--- config.mk ---
export PLATFORM = sky130hd
export DESIGN_NAME = dut_stream_bridge
export DESIGN_NICKNAME = d
export VERILOG_FILES = /design/src/rtl/dut_stream_pkg.sv /design/src/rtl/stream_fifo.sv /design/src/rtl/dut_stream_bridge.sv
export SDC_FILE = /design/constraint.sdc
export NUM_CORES = 1
export LEC_CHECK = 0
export CORE_MARGIN = 2
export CORE_UTILIZATION = 40
export DETAILED_ROUTE_END_ITERATION = 16
export GPL_TIMING_DRIVEN = 0
export SYNTH_ARGS = -nofsm -noshare
export SYNTH_HDL_FRONTEND = slang
export SYNTH_HIERARCHICAL = 1
export SYNTH_SLANG_ARGS = --single-unit
export TNS_END_PERCENT = 30
--- constraint.sdc ---
create_clock -name clk -period 10.8 [get_ports clk]
set_clock_uncertainty 0.15 [all_clocks]
set_input_delay 2.16 -clock clk [delete_from_list [all_inputs] [get_ports clk]]
set_output_delay 2.16 -clock clk [all_outputs]
set_load 0.005 [all_outputs]
--- src/rtl/dut_stream_pkg.sv ---
// Shared helpers for the DMA <-> DUT stream bridge: lane ratios,
// counter widths and lane bit-offset arithmetic.
package dut_stream_pkg;

  // Number of DUT input samples carried by one stream word.
  function automatic int unpack_ratio(input int axis_w, input int din_w);
    return axis_w / din_w;
  endfunction

  // Number of DUT output samples packed into one stream word.
  function automatic int pack_ratio(input int axis_w, input int dout_w);
    return axis_w / dout_w;
  endfunction

  // Width of an index that must hold values 0..n-1 (never below 1 bit).
  function automatic int idx_width(input int n);
    return (n <= 1) ? 1 : $clog2(n);
  endfunction

  // Width of an occupancy counter that must hold values 0..n.
  function automatic int occ_width(input int n);
    return $clog2(n) + 1;
  endfunction

  // Bit offset of a lane inside a word; lane 0 sits in the LSBs.
  function automatic int lane_lsb(input int lane, input int lane_w);
    return lane * lane_w;
  endfunction

endpackage

--- src/rtl/stream_fifo.sv ---
// First-word-fall-through FIFO with occupancy output.
// A write while full is still taken when a read happens in the same
// cycle. Read data reads as zero while the FIFO is empty.
module stream_fifo
  import dut_stream_pkg::*;
#(
  parameter int WIDTH = 32,
  parameter int DEPTH = 16
) (
  input  logic                       clk,
  input  logic                       rst,
  input  logic                       wr_en_i,
  input  logic [WIDTH-1:0]           wr_data_i,
  input  logic                       rd_en_i,
  output logic [WIDTH-1:0]           rd_data_o,
  output logic                       empty_o,
  output logic                       full_o,
  output logic [occ_width(DEPTH)-1:0] count_o
);

  localparam int AW = $clog2(DEPTH);
  localparam int CW = occ_width(DEPTH);

  logic [WIDTH-1:0] mem_q [DEPTH];
  logic [AW:0]      wr_ptr_q, wr_ptr_d;
  logic [AW:0]      rd_ptr_q, rd_ptr_d;
  logic             rd_fire;
  logic             wr_fire;

  assign count_o   = CW'(wr_ptr_q - rd_ptr_q);
  assign empty_o   = (count_o == '0);
  assign full_o    = (count_o == CW'(DEPTH));
  assign rd_fire   = rd_en_i & ~empty_o;
  assign wr_fire   = wr_en_i & (~full_o | rd_fire);
  assign rd_data_o = empty_o ? '0 : mem_q[rd_ptr_q[AW-1:0]];

  // Pointer next-state: each side advances on its own accepted transfer.
  always_comb begin
    wr_ptr_d = wr_ptr_q;
    rd_ptr_d = rd_ptr_q;
    if (wr_fire) wr_ptr_d = wr_ptr_q + (AW+1)'(1);
    if (rd_fire) rd_ptr_d = rd_ptr_q + (AW+1)'(1);
  end

  // Pointer registers, cleared by reset so the FIFO starts empty.
  always_ff @(posedge clk or posedge rst) begin
    if (rst) begin
      wr_ptr_q <= '0;
      rd_ptr_q <= '0;
    end else begin
      wr_ptr_q <= wr_ptr_d;
      rd_ptr_q <= rd_ptr_d;
    end
  end

  // Storage array; contents need no reset because empty masks the output.
  always_ff @(posedge clk) begin
    if (wr_fire) mem_q[wr_ptr_q[AW-1:0]] <= wr_data_i;
  end

endmodule

--- src/rtl/dut_stream_bridge.sv ---
// Flow-controlled adapter between DMA AXI-Stream channels and a DUT.
// Input words are unpacked lane by lane into dut_din under dut_ce; DUT
// results are packed back into words, buffered in a FWFT FIFO and
// framed with tlast every frame_len beats (frame_len = 0: unframed).
// Handshakes: a transfer happens on a cycle where valid and ready are
// both high; valid never waits on ready, and dut_ce / s_axis_tready are
// built from registers and enable only, never from m_axis_tready.
module dut_stream_bridge
  import dut_stream_pkg::*;
#(
  parameter int AXIS_W     = 32,
  parameter int DIN_W      = 16,
  parameter int DOUT_W     = 16,
  parameter int FIFO_DEPTH = 16,
  parameter int HEADROOM   = 2,
  parameter int CNT_W      = 16
) (
  input  logic                clk,
  input  logic                rst,
  input  logic                enable,
  input  logic [CNT_W-1:0]    frame_len,
  input  logic [AXIS_W-1:0]   s_axis_tdata,
  input  logic                s_axis_tvalid,
  output logic                s_axis_tready,
  output logic [DIN_W-1:0]    dut_din,
  output logic                dut_ce,
  input  logic [DOUT_W-1:0]   dut_dout,
  input  logic                dut_dout_valid,
  output logic [AXIS_W-1:0]   m_axis_tdata,
  output logic [AXIS_W/8-1:0] m_axis_tkeep,
  output logic                m_axis_tlast,
  output logic                m_axis_tvalid,
  input  logic                m_axis_tready,
  output logic [CNT_W-1:0]    frame_cnt,
  output logic [CNT_W-1:0]    drop_cnt
);

  localparam int UNPACK = unpack_ratio(AXIS_W, DIN_W);
  localparam int PACK   = pack_ratio(AXIS_W, DOUT_W);
  localparam int UL_W   = idx_width(UNPACK);
  localparam int PL_W   = idx_width(PACK);
  localparam int FC_W   = occ_width(FIFO_DEPTH);
  localparam int SEL_W  = idx_width(AXIS_W);
  localparam int P_TOP  = lane_lsb(PACK - 1, DOUT_W);

  localparam logic [UL_W-1:0] U_LAST  = UL_W'(UNPACK - 1);
  localparam logic [PL_W-1:0] P_LAST  = PL_W'(PACK - 1);
  localparam logic [FC_W-1:0] DEPTH_C = FC_W'(FIFO_DEPTH);
  localparam logic [FC_W-1:0] HEAD_C  = FC_W'(HEADROOM);

  // Input side state
  logic [AXIS_W-1:0] hold_q, hold_d;
  logic              hold_vld_q, hold_vld_d;
  logic [UL_W-1:0]   lane_q, lane_d;
  logic              last_lane;
  logic              space_ok;
  logic [SEL_W-1:0]  din_sel;

  // Output side state
  logic [AXIS_W-1:0] pack_q, pack_d;
  logic [PL_W-1:0]   plane_q, plane_d;
  logic [SEL_W-1:0]  pack_sel;
  logic              pack_last;
  logic              push_req;
  logic [AXIS_W-1:0] push_word;
  logic              pop;
  logic              drop;

  // FIFO and framing
  logic [FC_W-1:0]   fifo_count;
  logic              fifo_empty;
  logic              fifo_full;
  logic [CNT_W-1:0]  beat_q, beat_d;
  logic [CNT_W-1:0]  frame_cnt_q, frame_cnt_d;
  logic [CNT_W-1:0]  drop_cnt_q, drop_cnt_d;
  logic              m_hs;

  // ---------------- input side ----------------
  // HEADROOM words stay free so results already in the DUT pipeline
  // still find room once dut_ce stops.
  assign space_ok      = (DEPTH_C - fifo_count) > HEAD_C;
  assign dut_ce        = enable & hold_vld_q & space_ok;
  assign last_lane     = (lane_q == U_LAST);
  assign s_axis_tready = ~hold_vld_q | (dut_ce & last_lane);
  assign din_sel       = SEL_W'(lane_lsb(int'(lane_q), DIN_W));
  assign dut_din       = DIN_W'(hold_q >> din_sel);

  // Hold/lane next-state: lane steps on dut_ce, the hold word empties
  // after its last lane unless a new word is loaded in the same cycle.
  always_comb begin
    hold_d     = hold_q;
    hold_vld_d = hold_vld_q;
    lane_d     = lane_q;
    if (dut_ce) begin
      lane_d = last_lane ? '0 : lane_q + UL_W'(1);
      if (last_lane) hold_vld_d = 1'b0;
    end
    if (s_axis_tvalid && s_axis_tready) begin
      hold_d     = s_axis_tdata;
      hold_vld_d = 1'b1;
    end
  end

  // Input side registers.
  always_ff @(posedge clk or posedge rst) begin
    if (rst) begin
      hold_q     <= '0;
      hold_vld_q <= 1'b0;
      lane_q     <= '0;
    end else begin
      hold_q     <= hold_d;
      hold_vld_q <= hold_vld_d;
      lane_q     <= lane_d;
    end
  end

  // ---------------- output side ----------------
  assign pack_sel  = SEL_W'(lane_lsb(int'(plane_q), DOUT_W));
  assign pack_last = (plane_q == P_LAST);
  assign push_req  = dut_dout_valid & pack_last;
  assign pop       = ~fifo_empty & m_axis_tready;
  // A full FIFO still takes the word when it is popped in the same cycle.
  assign drop      = push_req & fifo_full & ~pop;

  // The final lane bypasses the pack register so the word is pushed the
  // same cycle its last sample arrives.
  always_comb begin
    push_word = pack_q;
    push_word[P_TOP +: DOUT_W] = dut_dout;
  end

  // Pack next-state: every result fills the current lane; the lane
  // returns to 0 after the last one whether or not the word was kept.
  always_comb begin
    pack_d  = pack_q;
    plane_d = plane_q;
    if (dut_dout_valid) begin
      pack_d[pack_sel +: DOUT_W] = dut_dout;
      plane_d = pack_last ? '0 : plane_q + PL_W'(1);
    end
  end

  // Pack registers.
  always_ff @(posedge clk or posedge rst) begin
    if (rst) begin
      pack_q  <= '0;
      plane_q <= '0;
    end else begin
      pack_q  <= pack_d;
      plane_q <= plane_d;
    end
  end

  stream_fifo #(
    .WIDTH (AXIS_W),
    .DEPTH (FIFO_DEPTH)
  ) u_fifo (
    .clk       (clk),
    .rst       (rst),
    .wr_en_i   (push_req),
    .wr_data_i (push_word),
    .rd_en_i   (pop),
    .rd_data_o (m_axis_tdata),
    .empty_o   (fifo_empty),
    .full_o    (fifo_full),
    .count_o   (fifo_count)
  );

  // ---------------- framing ----------------
  assign m_axis_tvalid = ~fifo_empty;
  assign m_axis_tkeep  = '1;
  // frame_len is sampled live, so shrinking it mid-frame ends the frame
  // on the next beat that goes out.
  assign m_axis_tlast  = m_axis_tvalid & (frame_len != '0) &
                         (beat_q >= frame_len - CNT_W'(1));
  assign m_hs          = m_axis_tvalid & m_axis_tready;
  assign frame_cnt     = frame_cnt_q;
  assign drop_cnt      = drop_cnt_q;

  // Beat/frame/drop counter next-state; drop_cnt sticks at all-ones.
  always_comb begin
    beat_d      = beat_q;
    frame_cnt_d = frame_cnt_q;
    drop_cnt_d  = drop_cnt_q;
    if (m_hs) begin
      if (m_axis_tlast) begin
        beat_d      = '0;
        frame_cnt_d = frame_cnt_q + CNT_W'(1);
      end else begin
        beat_d = beat_q + CNT_W'(1);
      end
    end
    if (drop && (drop_cnt_q != {CNT_W{1'b1}})) drop_cnt_d = drop_cnt_q + CNT_W'(1);
  end

  // Counter registers.
  always_ff @(posedge clk or posedge rst) begin
    if (rst) begin
      beat_q      <= '0;
      frame_cnt_q <= '0;
      drop_cnt_q  <= '0;
    end else begin
      beat_q      <= beat_d;
      frame_cnt_q <= frame_cnt_d;
      drop_cnt_q  <= drop_cnt_d;
    end
  end

endmodule

==> impl_metrics.csv <==
group,metric,value,unit
status,outcome,"finished clean",
final_layout,nFillCells,5245,
setup_path,cp_cell_sequence,"clkdlybuf4s50_1 -> nor3_1 -> nand2b_1 -> nor4_1 -> nand2b_1 -> xor2_1 -> ha_1 -> nand4_1 -> nor3_2 -> or4b_4 -> a31oi_1 -> buf_4 -> and2_1 -> clkdlybuf4s50_1",
hold_path,hp-class,"reg2reg",
setup_path,end_kind,"output pin",
drt,antenna_left,0,
synthesis,synth_area_leader_cell,"edfxtp_1",
timing,min_period,8790,ps
synthesis,synth_seq_area_share,71.2,%
global_route,grt_pass1_vias,14200,
setup_path,path_depth,14,
floorplanning,die_h,256,um
placed_design,dpl_cell_area,28600,um2
setup_path,cp_data_required_time,8490,ps
timing,fmax,0.114,GHz
drt,m1WireLength,25500,um
timing,worst_pin_slew,983,ps
drt,wl_met2,28300,um
timing,slew_viol_final,0,
synthesis,syn-instance-count,1371,
synthesis,syn_area,25400,um2
final_layout,layoutNonFillerInstCount,2517,
timing,setup_violations,0,
clocking,cts_tree,"done",
floorplanning,rows,92,
drt,routed-wl-met3,2730,um
clocking,cts.hold.buffers_added,0,
clocking,htreeDepth,3,
clocking,post_cts_buffers,0,
synthesis,synth_common_cells,"edfxtp_1, mux4_2, dfrtp_1",
synthesis,synth-seq-cells,621,
synthesis,ys_types,60,
setup_path,r2r_cells,17,
global_route,grt_pass1_wl,88900,um
synthesis,avgSynthCellArea,18.5,um2
drt,totalWireLength,57600,um
placed_design,io_buffers,153,
power_and_ir_drop,power_leakage,10.6,nW
setup_path,crit_path_start_kind,"input port",
setup_path,crit_path_max_incr_delay,720,ps
final_layout,seq_area,18100,um2
global_route,overflow,0,
drt,vias,13400,
drt,top_layer_used,"met4",
timing,relSlewSlack,34.5,%
synthesis,synthArstFlopShare,17.6,%
final_layout,drive_above_1_share,22.3,%
placed_design,placedCellCount,2398,
synthesis,synth_edf_count,512,
setup_path,cp.arrival,6480,ps
global_route,grt_usage,18.0,%
clocking,root_buffer,"clkbuf_16",
floorplanning,dieArea,65600,um2
power_and_ir_drop,peakVddDrop,176,uV
placed_design,gp_congestion,0.767,
setup_path,critPathBufInv,3,
hold_path,hold_depth,1,
global_route,grt_max_degree,53,
final_layout,num_antenna_cells,0,
floorplanning,core_area,63000,um2
floorplanning,pin_count,158,
final_layout,area_delta_synth_final,20.7,%
floorplanning,die_w,256,um
clocking,insertion_delay,600,ps
clocking,numCtsBuffers,66,
timing,hold_viol_final,0,
synthesis,yosysMostFrequentCell,"edfxtp_1",
timing,tns,0,ps
synthesis,synth_top_area_share,60.5,%
synthesis,ys.flop_type,"edfxtp_1",
floorplanning,start_util,40.4,%
final_layout,final_area,30700,um2
timing,rsz0062_at_grt,"no",
final_layout,multiInputGateArea,6980,um2
timing,period_share,81.4,%
power_and_ir_drop,power_density,265,nW/um2
setup_path,path_class,"in2out",
setup_path,path_max_fanout,10,
drt,drt_first_pass_iters,5,
drt,post_drt_wl_per_cell,22.9,um
clocking,cts.repair.resized,0,
drt,drt_first_iter_violations,969,
clocking,cts_num_sinks,621,
global_route,antenna_found_initial,0,
synthesis,synthTopCellsByArea,"edfxtp_1, mux4_2, dfrtp_1",
setup_path,slowest_stage,"nor4_1",
synthesis,ys_warn_count,6,
clocking,clock_path_buffers,3,
run,max-cap-violations,0,
drt,via_per_inst,5.31,
drt,drc,0,
clocking,clkTransAtPathRegs,50,ps
placed_design,dpl.hpwl,39200,um
setup_path,cp_top_family,"simple AND/OR/NAND/NOR gates",
final_layout,nNetsFinal,1722,
==> worst paths after layout <==
check / start / end / slack (ps)
worst max-delay path: frame_len[2] / m_axis_tlast / 2010
worst min-delay path: frame_cnt[15] / frame_cnt[15] / 320
worst max register to register: u_fifo/rd_ptr_q[2] / u_fifo/mem_q[1][14] / 4630
worst min register to register: frame_cnt[15] / frame_cnt[15] / 320
max in group asynchronous: rst / drop_cnt[11] / 7880
min in group asynchronous: rst / u_fifo/rd_ptr_q[0] / 1800
==> layout make-up <==
| class | instances | share of cell area (%) |
|---|---|---|
| clock buffers | 90 | 5.91 |
| flip-flops and latches | 621 | 59.0 |
| inverters | 21 | 0.265 |
| well taps | 846 | 3.45 |
| plain buffers | 65 | 1.20 |
| multi-input cells | 667 | 22.8 |
| clock inverters | 29 | 0.950 |
| repair buffers | 178 | 6.45 |
==> cell usage in the layout (no fill, tap or decap), types with 8 or more instances in the layout <==
| cell type | instances |
|---|---|
| edfxtp_1 | 512 |
| nand3_1 | 25 |
| nand2b_1 | 10 |
| mux2_2 | 65 |
| buf_4 | 16 |
| buf_6 | 16 |
| clkdlybuf4s50_1 | 153 |
| and4_1 | 8 |
| nand2_1 | 94 |
| clkinv_1 | 13 |
| inv_1 | 17 |
| a211oi_1 | 34 |
| xnor2_1 | 41 |
| mux2i_1 | 32 |
| clkbuf_1 | 41 |
| nor3_1 | 10 |
| and3_1 | 40 |
| ha_1 | 31 |
| mux4_2 | 128 |
| nor2_4 | 11 |
| xor2_1 | 27 |
| clkbuf_16 | 68 |
| buf_2 | 17 |
| dfrtp_1 | 109 |
| nand4_1 | 12 |
| nor2_1 | 23 |
==> routing by layer <==
metal | up-vias | GRT usage, %
met1 | 7024 | 24.5
met2 | 331 | 29.9
li1 | 5924 | -
met5 | - | 0
met4 | 0 | 4.60
met3 | 85 | 3.48
==> logic make-up (layout without fill, tap and decap cells) <==
family                     count (synthesis)  count (layout)  share of synthesized area (%)
and+or+nand+nor                          270             270                           5.44
buffers and inverters                     86             383                           1.75
AOI/OAI and AO/OA                         64              64                           1.93
adders and majority gates                 32              32                           1.61
muxes                                    228             228                           15.6
xor gates and xnor gates                  69              69                           2.41
other                                      1               4                         0.0148
DFF                                      621             621                           71.2
==> worst register-to-register path, cell delays in order, from the launching register on <==
cell and delay [ps]:
dfrtp_1 430, buf_2 320, buf_2 380, inv_2 200, buf_2 320, ha_1 430, a21oi_1 310, a211o_1 240
a22oi_4 140, buf_2 280, nand2b_1 300, inv_1 360, inv_1 150, o2111ai_2 200, nand3_1 380, nor3_2 830
buf_6 260, buf_6 170
==> per-stage QoR <==
step | hold WS, ps | setup slack (ps) | util, % | power, mW
after CTS | 329 | 1950 | 48.7 | 8.25
final | 323 | 2010 | 48.7 | 8.13
after global routing | 359 | 1670 | 48.7 | 8.56
after floorplan | 305 | 3450 | - | 4.85
after detailed placement | 320 | 1960 | 45.4 | 6.02
after global placement | 309 | 1810 | 44.5 | 5.91
==> state kept, by name, indices dropped and copies added (netlist names) <==
name             cells
hold_vld_q           1
pack_last            1
drop_cnt            16
hold_q              32
pack_q              16
u_fifo/mem_q       512
u_fifo/wr_ptr_q      5
lane_q               1
u_fifo/rd_ptr_q      5
beat_q              16
frame_cnt           16
==> where the power goes <==
part	internal [mW]	switching [mW]	total [mW]
clock network	1.30	0.908	2.21
registers	3.01	0.250	3.26
logic	1.33	1.33	2.66
Note: power is estimated with default switching activity, not from simulation.
